$ cat src/rtl/goertzel_tone_gen.sv
// Bin-aligned sinusoid burst generator: 2^SIZE_POW2 samples from a recursive oscillator on a valid/ready stream.
// Define GOERTZEL_TONE_GEN_SAT_EN to clamp data_o symmetrically instead of wrapping.
module goertzel_tone_gen #(
   parameter real FREQ       = 16000.0,
   parameter real SAMP_RATE  = 64000.0,
   parameter int  SIZE_POW2  = 6,
   parameter int  DW         = 16,
   parameter int  COEFF_BITS = 24,
   parameter int  GUARD_BITS = 8
) (
   input  logic          clk,
   input  logic          rst,
   input  logic          start_i,
   input  logic          abort_i,
   input  logic [DW-1:0] amp_i,
   input  logic          ready_i,
   output logic          valid_o,
   output logic [DW-1:0] data_o,
   output logic          busy_o,
   output logic          done_o
);

   localparam int  N       = 1 << SIZE_POW2;
   localparam int  K       = $rtoi(0.5 + real'(N) * FREQ / SAMP_RATE);
   localparam real PI      = 3.14159265358979323846;
   localparam real OMEGA   = 2.0 * PI * real'(K) / real'(N);
   localparam real SCALE   = real'(longint'(1) << (COEFF_BITS - 2));
   localparam int  IW      = DW + GUARD_BITS + 2;
   // One extra bit so that 2*cos(0) = 2.0 is representable.
   localparam int  CW      = COEFF_BITS + 1;
   localparam int  PW      = IW + CW;
   localparam int  AW      = DW + 1 + CW;
   localparam int  SEED_SH = COEFF_BITS - 2 - GUARD_BITS;

   localparam logic signed [CW-1:0] SINE  = CW'($rtoi($sin(OMEGA) * SCALE));
   localparam logic signed [CW-1:0] COEFF = CW'(2 * $rtoi($cos(OMEGA) * SCALE));

   typedef enum logic [1:0] {S_IDLE, S_SEED, S_RUN, S_DONE} state_t;

   state_t                 state_q, state_d;
   logic [DW-1:0]          amp_q, amp_d;
   logic signed [IW-1:0]   y1_q, y1_d;
   logic signed [IW-1:0]   y2_q, y2_d;
   logic [SIZE_POW2-1:0]   count_q, count_d;
   logic                   valid_q, valid_d;
   logic [DW-1:0]          data_q, data_d;
   logic                   busy_q, busy_d;
   logic                   done_q, done_d;

   logic signed [PW-1:0]   prod;
   logic signed [IW-1:0]   mult;
   logic signed [AW-1:0]   seed_prod;
   logic signed [IW-1:0]   seed_val;
   logic signed [IW-1:0]   shifted;

`ifdef GOERTZEL_TONE_GEN_SAT_EN
   localparam logic signed [IW-1:0] SAT_HI = IW'((longint'(1) << (DW - 1)) - 1);
   localparam logic signed [IW-1:0] SAT_LO = -SAT_HI;
`endif

   always_comb begin
      state_d   = state_q;
      amp_d     = amp_q;
      y1_d      = y1_q;
      y2_d      = y2_q;
      count_d   = count_q;

      prod      = y1_q * COEFF;
      mult      = IW'(prod >>> (COEFF_BITS - 2));
      seed_prod = $signed({1'b0, amp_q}) * SINE;
      seed_val  = IW'(seed_prod >>> SEED_SH);

      case (state_q)
         S_IDLE: begin
            if (start_i && !abort_i) begin
               state_d = S_SEED;
               amp_d   = amp_i;
            end
         end
         S_SEED: begin
            y1_d    = '0;
            y2_d    = -seed_val;
            count_d = '0;
            state_d = S_RUN;
         end
         S_RUN: begin
            if (ready_i) begin
               y1_d    = mult - y2_q;
               y2_d    = y1_q;
               count_d = count_q + SIZE_POW2'(1);
               if (count_q == '1) state_d = S_DONE;
            end
         end
         default: state_d = S_IDLE;
      endcase

      if (abort_i) begin
         state_d = S_IDLE;
         y1_d    = '0;
         y2_d    = '0;
         count_d = '0;
      end

      // Output is registered from the next oscillator value so it lines up with valid_o.
      shifted = y1_d >>> GUARD_BITS;
`ifdef GOERTZEL_TONE_GEN_SAT_EN
      if (shifted > SAT_HI)      data_d = DW'(SAT_HI);
      else if (shifted < SAT_LO) data_d = DW'(SAT_LO);
      else                       data_d = DW'(shifted);
`else
      data_d = DW'(shifted);
`endif

      valid_d = (state_d == S_RUN);
      busy_d  = (state_d != S_IDLE);
      done_d  = (state_d == S_DONE);
   end

   always_ff @(posedge clk or posedge rst) begin
      if (rst) begin
         state_q <= S_IDLE;
         amp_q   <= '0;
         y1_q    <= '0;
         y2_q    <= '0;
         count_q <= '0;
         valid_q <= 1'b0;
         data_q  <= '0;
         busy_q  <= 1'b0;
         done_q  <= 1'b0;
      end else begin
         state_q <= state_d;
         amp_q   <= amp_d;
         y1_q    <= y1_d;
         y2_q    <= y2_d;
         count_q <= count_d;
         valid_q <= valid_d;
         data_q  <= data_d;
         busy_q  <= busy_d;
         done_q  <= done_d;
      end
   end

   assign valid_o = valid_q;
   assign data_o  = data_q;
   assign busy_o  = busy_q;
   assign done_o  = done_q;

endmodule

$ cat config.mk
export PLATFORM = sky130hd
export DESIGN_NAME = goertzel_tone_gen
export DESIGN_NICKNAME = d
export VERILOG_FILES = /design/src/rtl/goertzel_tone_gen.sv
export SDC_FILE = /design/constraint.sdc
export NUM_CORES = 1
export LEC_CHECK = 0
export CORE_MARGIN = 2
export CORE_UTILIZATION = 56
export DETAILED_ROUTE_END_ITERATION = 12
export GPL_TIMING_DRIVEN = 0
export PLACE_DENSITY_LB_ADDON = 0.3
export SLEW_MARGIN = 0
export SYNTH_ARGS = -nofsm -noshare
export SYNTH_HDL_FRONTEND = slang
export SYNTH_SLANG_ARGS = --single-unit
$ cat constraint.sdc
create_clock -name clk -period 2.9 [get_ports clk]
set_input_delay 0.58 -clock clk [delete_from_list [all_inputs] [get_ports clk]]
set_output_delay 0.58 -clock clk [all_outputs]
set_load 0.02 [all_outputs]
# == Word-level counts from Yosys, hierarchy flattened ==
# Index checks and enable logic that the tools add are counted.
# word_totals
reg_bits,79
inputBits,21
out_inout_bits,19
wordCells,39
# op_classes
add_sub_neg,3
n_eq_ne,6
n_mux,14
n_reduce_logical,7
# ops
cell,count
2-to-1 mux 26 bit,4
one-hot mux 26 bit (2 select lines),2
negator 24 -> 26 bit,1
"subtractor 1 x 26 -> 26 bit, first input constant",1
2-to-1 mux 6 bit,2
one-hot mux 6 bit (2 select lines),1
2-to-1 mux 2 bit,4
"adder 6 x 1 -> 6 bit, second input constant",1
"equality test 2 bit, second input constant",3
"equality test 6 bit, second input constant",1
one-hot mux 2 bit (3 select lines),1
AND reduction 2 bit,2
"!= test 3 bit, second input constant",1
nonzero test 3 bit,1
"equality test 2 x 1 -> 1 bit, second input constant",1
logical NOT 2 bit,1
nonzero test 2 bit,1
logical AND 1 bit,1
logical NOT 1 bit,1

# == Logic depth before layout (Yosys ltp) ==
# Gate-level depths: netlist of run 1.
# logic_depth
ltp_word,6
depth_mapped,9
depth_no_buf,7

# == Worst setup path after synthesis of run 1 ==
# OpenSTA, ideal clock, no wires.
# synth_timing
path_kind,register to register
startpoint,register y2_q[1]
endpoint,register y1_q[11]
setup_ns,0.121
t_arrival_ns,2.159
required_time_ns,2.779
slack_ns,0.620
stages_incl_launch_ff,7
n_path_buf,1
period_less_slack_ns,2.280
path_cell_list,dfrtp_1 > or4_4 > or4_4 > buf_6 > or3_1 > xor2_1 > a22o_1
# synth_via
elab_chain_len,4
# synth_rtl
item,line,source
start: declaration,43,"logic signed [IW-1:0] y2_q, y2_d;"
start signal: assignment,134,y2_q <= y2_d;
subtractor 1 x 26 -> 26 bit,88,y1_d = mult - y2_q;
2-to-1 mux 26 bit,87,if (ready_i) begin
one-hot mux 26 bit (2 select lines),73,case (state_q)
2-to-1 mux 26 bit,97,if (abort_i) begin
end signal: assignment,133,y1_q <= y1_d;
end: declaration,42,"logic signed [IW-1:0] y1_q, y1_d;"
# No other way between the ends. The select of a mux whose other input is x is not followed.
# A chain may end at the register's enable or synchronous reset.

# == Worst setup path in the final report of run 1 ==
# Same ends and word-level chain as after synthesis.

==> summary.md, run 1 <==
| Metric | Value |
|---|---|
| Pleak | `1.991 nW` |
| Clock Skew | `0.01410 ns` |
| RD Place Congestion | `0.8578` |
| Hold Vio Cnt, Final | `0` |
| Post-DRT Antenna Nets | `0` |
| CP startpoint kind | `flop` |
| Vias after detailed routing | `2830` |
| Number of synthesized register bits | `75` |
| CP required | `3.14 ns` |
| Worst R2R End | `y1_q[11]` |
| Fillers | `466` |
| Fraction of registers with async set/reset | `1.000` |
| First-pass DRT Iterations | `5` |
| PostCTS Resize Cnt | `0` |
| Ys flop type | `dfrtp_1` |
| Total GRT Usage | `0.2305` |
| Compound-gate portion of the synthesized area | `0.1378` |
| Die area | `0.007399 mm²` |
| CTS buffer count | `9` |
| Seq/Total Area, Yosys | `0.4982` |
| Starting density of the core | `0.5866` |
| CTS sink count | `75` |
| DRT iter0 DRCs | `194` |
| Status | `finished clean` |
| Final instance area | `0.004459 mm²` |
| Largest net degree at the start of global routing | `76` |
| Area of the multi-input gates | `0.001665 mm²` |
| Slew @ Worst Pin | `0.9048 ns` |
| Fin crit period | `2.416 ns` |
| Cell Area, Placed | `0.004247 mm²` |
| Adder-cell area share of the yosys netlist | `0.02325` |
| Worst hold path class | `reg -> reg` |
| Post-CTS Hold Buffers | `0` |
| Post-Syn Nets | `388` |
| Final worst slack | `0.4836 ns` |
| Fmax | `413.8 MHz` |
| Insertion delay to the later sink of the worst-skew pair | `0.35 ns` |
| Initial antenna violation count | `0` |
| WS Path Type | `reg -> reg` |
| Synth Cell Area | `0.003767 mm²` |
| Hold path start | `y1_q[0]` |
| Drt total wl | `7579 µm` |
| Detailed placement HPWL | `5208 µm` |
| Netlist cell types | `40` |
| # rows | `29` |
| Fin Hold WS | `0.4834 ns` |
| VDD IR max | `0.4005 mV` |
| Post-synth EDFFs | `0` |
| Ant. Diodes | `0` |
| Vias in the first global route | `2760` |
| DRC violations left | `0` |
| Synth Area in XOR/XNOR | `0.07672` |
| RSZ-0062 raised after global routing | `no` |
| Number of I/O pins | `40` |
| Clk slew on worst S/H paths | `0.08 ns` |
| DIE WIDTH | `86.02 µm` |
| FF-to-FF path depth | `6` |
| Period utilisation layout | `0.8333` |
| Die height | `86.02 µm` |
| R2R setup slack | `0.48 ns` |
| Post-CTS setup buffers | `0` |
| Area of the core | `0.006422 mm²` |
| CP max FO | `10` |
| Total grt overflow | `0` |
| H-Tree Depth | `3` |
| Post-Syn Area per Cell | `10.46 µm²` |
| Reg2reg start | `y2_q[1]` |
| Global-route wire length before repair | `13380 µm` |
| Layout cells sized above 1 | `0.1304` |
| Slew Limit Fails | `0` |
| Avg WL per Cell | `15.44 µm` |
| Flip-flop and latch area | `0.001877 mm²` |
| Pwr Total | `0.002795 W` |
| Largest family of logic cells by synthesized area | `simple AND/OR/NAND/NOR gates` |
| Clock buffer depth | `2` |
| YS warnings | `0` |
| CP Capture Type | `flop` |
| Mux cell area share after synthesis | `0.05613` |
| MaxCap Viol Count | `0` |
| Post-synthesis simple-gate area fraction | `0.1481` |
| Setup violators final | `0` |
| CTS tree | `done` |
| PD cells | `626.9 mW/mm²` |
| Area grow syn2layout | `18.37%` |
| Setup WS pre-CTS | `0.3224 ns` |
| Vias/cell | `5.764` |
| Gate Count Post-Synth | `360` |
| Worst Hold Depth | `2` |
| Worst path arrival time | `2.65 ns` |
| Slew headroom | `0.3968` |
| Min-Delay Endpoint | `y1_q[0]` |
| Net count, final | `437` |
| CTS root buf | `clkbuf_8` |
| Setup_tns | `0 ns` |
| IO Port Bufs | `38` |
-- flip-flops by register name, indices dropped and copies added (netlist names) --
register,cells
y1_q,24
busy_o,1
done_o,1
amp_q,16
count_q,6
y2_q,24
valid_o,1
state_q,2
-- cell families (layout without fill, tap and decap cells) --
kind of cell / Yosys count / after routing
muxes: 19 / 19
adders and majority gates: 7 / 7
DFF: 75 / 75
xor gates and xnor gates: 33 / 33
and+or+nand+nor: 108 / 108
AOI/OAI and AO/OA: 76 / 76
buffers and inverters: 42 / 96
-- stage by stage --
step / utilization / instances
2_1_floorplan: - / 360
3_3_place_gp: 0.6608 / 475
3_5_place_dp: 0.6612 / 475
4_1_cts: 0.6943 / 491
5_1_grt: 0.6943 / 491
6_report: 0.6943 / 491
-- routing by layer --
layer  GRT usage  share of wire  vias up
met1      0.3363           0.46     1368
met5           0              0        -
met2      0.3460           0.47       87
li1            -              -     1364
met4      0.1053          0.020        0
met3     0.02887          0.051       11
-- power breakdown --
| part | internal (W) | switching (W) | total, W |
|---|---|---|---|
| combinational | 0.000329 | 0.000343 | 0.000671 |
| clock | 0.000471 | 0.000388 | 0.000858 |
| sequential | 0.00115 | 0.000118 | 0.00127 |
| total | 0.00195 | 0.000848 | 0.00280 |
-- cells in the mapped netlist, types with 3 or more instances --
library cell | count | area [µm²]
a22o_1 | 19 | 166.4
xnor2_1 | 19 | 166.4
buf_4 | 16 | 120.1
nor2_1 | 20 | 75.07
mux2_2 | 17 | 191.4
or4_1 | 4 | 30.03
nor3b_1 | 3 | 22.52
clkbuf_1 | 15 | 56.30
a32o_1 | 3 | 30.03
nor3_1 | 11 | 55.05
nor4_1 | 6 | 37.54
inv_1 | 8 | 30.03
o21ai_0 | 30 | 150.1
or3_1 | 6 | 37.54
ha_1 | 7 | 87.58
a22oi_1 | 11 | 82.58
nand3b_1 | 4 | 30.03
nor2b_1 | 3 | 18.77
nand2_1 | 37 | 138.9
dfrtp_1 | 75 | 1877
xor2_1 | 14 | 122.6
o31ai_1 | 3 | 22.52
-- worst max path at each step --
stage,from,to,slack [ns],cells after the start
detailed placement,ready_i,count_q[3],0.32,7
global placement,rst,y1_q[1],-0.71,2
CTS,state_q[0],y2_q[7],0.48,8
finish,y2_q[1],y1_q[11],0.48,6
global route,state_q[0],count_q[2],0.20,9
floorplan,rst,amp_q[0],0.41,1
-- cells in the final DEF, fill, tap and decap left out, types with 3 or more instances in the layout --
cell type	netlist	routed
clkdlybuf4s50_1	0	38
xor2_1	14	14
nand3b_1	4	4
nor2b_1	3	3
clkbuf_8	0	12
a32o_1	3	3
nand2_1	37	37
or4_1	4	4
dfrtp_1	75	75
nor3b_1	3	3
buf_4	16	16
a22oi_1	11	11
inv_1	8	7
nor2_1	20	20
nor3_1	11	11
ha_1	7	7
or3_1	6	6
o21ai_0	30	30
a22o_1	19	19
nor4_1	6	6
clkbuf_1	15	16
o31ai_1	3	3
xnor2_1	19	19
mux2_2	17	17
-- worst max-delay path: stages (launching register included) --
cell     delay [ns]
dfrtp_1        0.43
or4_4          0.56
or4_4          0.43
buf_6          0.16
or3_1          0.37
xor2_1         0.16
a22o_1         0.20
-- area by class of cell --
type / count / area share
plain buffers: 34 / 0.04377
multi-input cells: 243 / 0.3735
clock inverters: 3 / 0.009820
clock buffers: 13 / 0.03788
repair buffers: 38 / 0.08530
flip-flops and latches: 75 / 0.4209
inverters: 8 / 0.007295
well taps: 77 / 0.02160
(Power assumes the default switching activity.)
==> run 2, diff against run 1 <==
- clock period: 2.9 -> 2.5 ns (I/O delays scaled with it)
==> run 2 against run 1 <==
First-iteration DRC count increased by 3.1%. Clock power up 17%. Critical path type unchanged. Highest routed layer unchanged. Critical path depth did not move. Die area stayed put. Largest power group unchanged. Clock skew down 0.0011 ns. Cell count is 0.20% lower. Total power increased by 16%. Hold slack about the same. Largest cell class unchanged.
==> summary.md, run 2 (synthesis gave the netlist of run 1 again) <==
| Metric | Value |
|---|---|
| Status | `finished clean` |
| Pleak | `1.993 nW (+0.12%)` |
| Vias in the first global route | `2760 (unchanged)` |
| Clock buffer depth | `2 (unchanged)` |
| CTS root buf | `clkbuf_8` |
| CTS tree | `done` |
| Post-CTS Hold Buffers | `0 (unchanged)` |
| CP max FO | `10 (unchanged)` |
| Hold Vio Cnt, Final | `0 (unchanged)` |
| Final instance area | `0.004466 mm² (+0.14%)` |
| DRT iter0 DRCs | `200 (+3.1%)` |
| Hold path start | `y1_q[0]` |
| Global-route wire length before repair | `13380 µm (unchanged)` |
| PD cells | `727.9 mW/mm² (+16%)` |
| FF-to-FF path depth | `6 (unchanged)` |
| Clock Skew | `0.01300 ns (-0.001102 ns)` |
| Avg WL per Cell | `15.50 µm (+0.43%)` |
| Largest stage delay on the critical path | `0.56 ns (about the same)` |
| RD Place Congestion | `0.8578 (unchanged)` |
| Area grow syn2layout | `18.53%` |
| Most frequent cells in the layout | `dfrtp_1 (75), clkdlybuf4s50_1 (38), nand2_1 (37), o21ai_0 (30)` |
| Fin crit period | `2.418 ns (+0.001460 ns)` |
| CP cell instances | `or4_4 > or4_4 > buf_6 > or3_1 > xor2_1 > a22o_1` |
| CP required | `2.74 ns (-0.40 ns)` |
| Period utilisation layout | `0.9672 (+0.1339)` |
| Largest regs | `y1_q: 24 flops, y2_q: 24 flops, amp_q: 16 flops` |
| Cell Area, Placed | `0.004247 mm² (unchanged)` |
| Largest net degree at the start of global routing | `76 (unchanged)` |
| Die height | `86.02 µm (unchanged)` |
| CP startpoint kind | `flop` |
| Setup_tns | `0 ns (unchanged)` |
| Worst path arrival time | `2.66 ns (about the same)` |
| First-pass DRT Iterations | `4 (-1)` |
| CTS sink count | `75 (unchanged)` |
| Fmax | `413.6 MHz (about the same)` |
| Total GRT Usage | `0.2305 (unchanged)` |
| Critical Path Slowest Stage Cell | `or4_4` |
| Layout cells sized above 1 | `0.1380 (+0.007580)` |
| Vias after detailed routing | `2830 (unchanged)` |
| Net count, final | `436 (-0.23%)` |
| Ant. Diodes | `0 (unchanged)` |
| WS Path Type | `reg -> reg` |
| R2R setup slack | `0.08 ns (-0.40 ns)` |
| Slew headroom | `0.3992 (+0.002359)` |
| Final worst slack | `0.08211 ns (-0.4015 ns)` |
| IO Port Bufs | `38 (unchanged)` |
| CTS buffer count | `9 (unchanged)` |
| Initial antenna violation count | `0 (unchanged)` |
| DRC violations left | `0 (unchanged)` |
| Detailed placement HPWL | `5208 µm (unchanged)` |
| Slew Limit Fails | `0 (unchanged)` |
| Worst Hold Depth | `2 (unchanged)` |
| Insertion delay to the later sink of the worst-skew pair | `0.35 ns (about the same)` |
| Clk slew on worst S/H paths | `0.08 ns (about the same)` |
| VDD IR max | `0.4648 mV (+16%)` |
| Reg2reg start | `y2_q[1]` |
| Worst R2R End | `y1_q[11]` |
| Post-DRT Antenna Nets | `0 (unchanged)` |
| DIE WIDTH | `86.02 µm (unchanged)` |
| Vias/cell | `5.776 (+0.20%)` |
| H-Tree Depth | `3 (unchanged)` |
| Slew @ Worst Pin | `0.9013 ns (-0.003539 ns)` |
| Setup WS pre-CTS | `0.002445 ns (-0.3200 ns)` |
| Die area | `0.007399 mm² (unchanged)` |
| Placed cell count | `475 (unchanged)` |
| Area of the core | `0.006422 mm² (unchanged)` |
| # rows | `29 (unchanged)` |
| Commonest non-fill, non-tap cell in the layout | `dfrtp_1` |
| Starting density of the core | `0.5866 (unchanged)` |
| Worst hold path class | `reg -> reg` |
| Fin cells | `490 (-0.20%)` |
| Fin Hold WS | `0.4835 ns (+0.0001170 ns)` |
| Worst path most repeated cell | `or4_4` |
| Number of I/O pins | `40 (unchanged)` |
| CP Capture Type | `flop` |
| Setup violators final | `0 (unchanged)` |
| MaxCap Viol Count | `0 (unchanged)` |
| Total grt overflow | `0 (unchanged)` |
| Min-Delay Endpoint | `y1_q[0]` |
| RSZ-0062 raised after global routing | `no` |
| Drt total wl | `7596 µm (+0.22%)` |
-- run 2: metal layers --
layer,GRT usage,part of all wire,vias to the layer above
li1,-,-,1356
met4,0.1053,0.022,0
met3,0.02887,0.052,12
met1,0.3363,0.47,1373
met2,0.3460,0.46,89
met5,0,0,-
-- run 2: final cells by class --
| cell class | instances | area [µm²] |
|---|---|---|
| clock inverters | 3 | 43.79 |
| repair buffers | 38 | 380.4 |
| flip-flops and latches | 75 | 1877 |
| plain buffers | 33 | 192.7 |
| inverters | 8 | 32.53 |
| multi-input cells | 243 | 1674 |
| well taps | 77 | 96.34 |
| clock buffers | 13 | 168.9 |
| fillers | 470 | 1957 |
-- run 2: how the worst max path moves through the flow --
stage / depth (start not counted) / slack (ns) / endpoint / start
floorplan: 1 / 0.09 / amp_q[0] / rst
global placement: 2 / -1.03 / y1_q[1] / rst
detailed placement: 7 / 0.002 / count_q[3] / ready_i
CTS: 8 / 0.08 / y2_q[7] / state_q[0]
global route: 6 / 0.02 / y1_q[11] / y2_q[1]
finish: 6 / 0.08 / y1_q[11] / y2_q[1]
-- run 2: power by group --
part	internal [W]	switching [W]
registers	0.00133	0.000140
logic	0.000382	0.000397
clock network	0.000546	0.000454
total	0.00226	0.000991
-- run 2: metrics by stage --
step                  util  total power (W)
finish              0.6953         0.003250
global route        0.6953         0.003412
CTS                 0.6943         0.003247
detailed placement  0.6612         0.002256
global placement    0.6608         0.002228
floorplan                -         0.002047
-- run 2: worst max-delay path: cells and delay by family, from the launching register on --
kind	cells	cell delay, ns
AOI/OAI and AO/OA	1	0.20
DFF	1	0.43
xor gates and xnor gates	1	0.16
and+or+nand+nor	3	1.36
buffers and inverters	1	0.16
-- run 2: timing repair --
| action | 4_1_cts | 5_1_grt |
|---|---|---|
| setup endpoints to repair | 0 | 49 |
| buffers inserted | 0 | 0 |
| gates resized for setup | 0 | 4 |
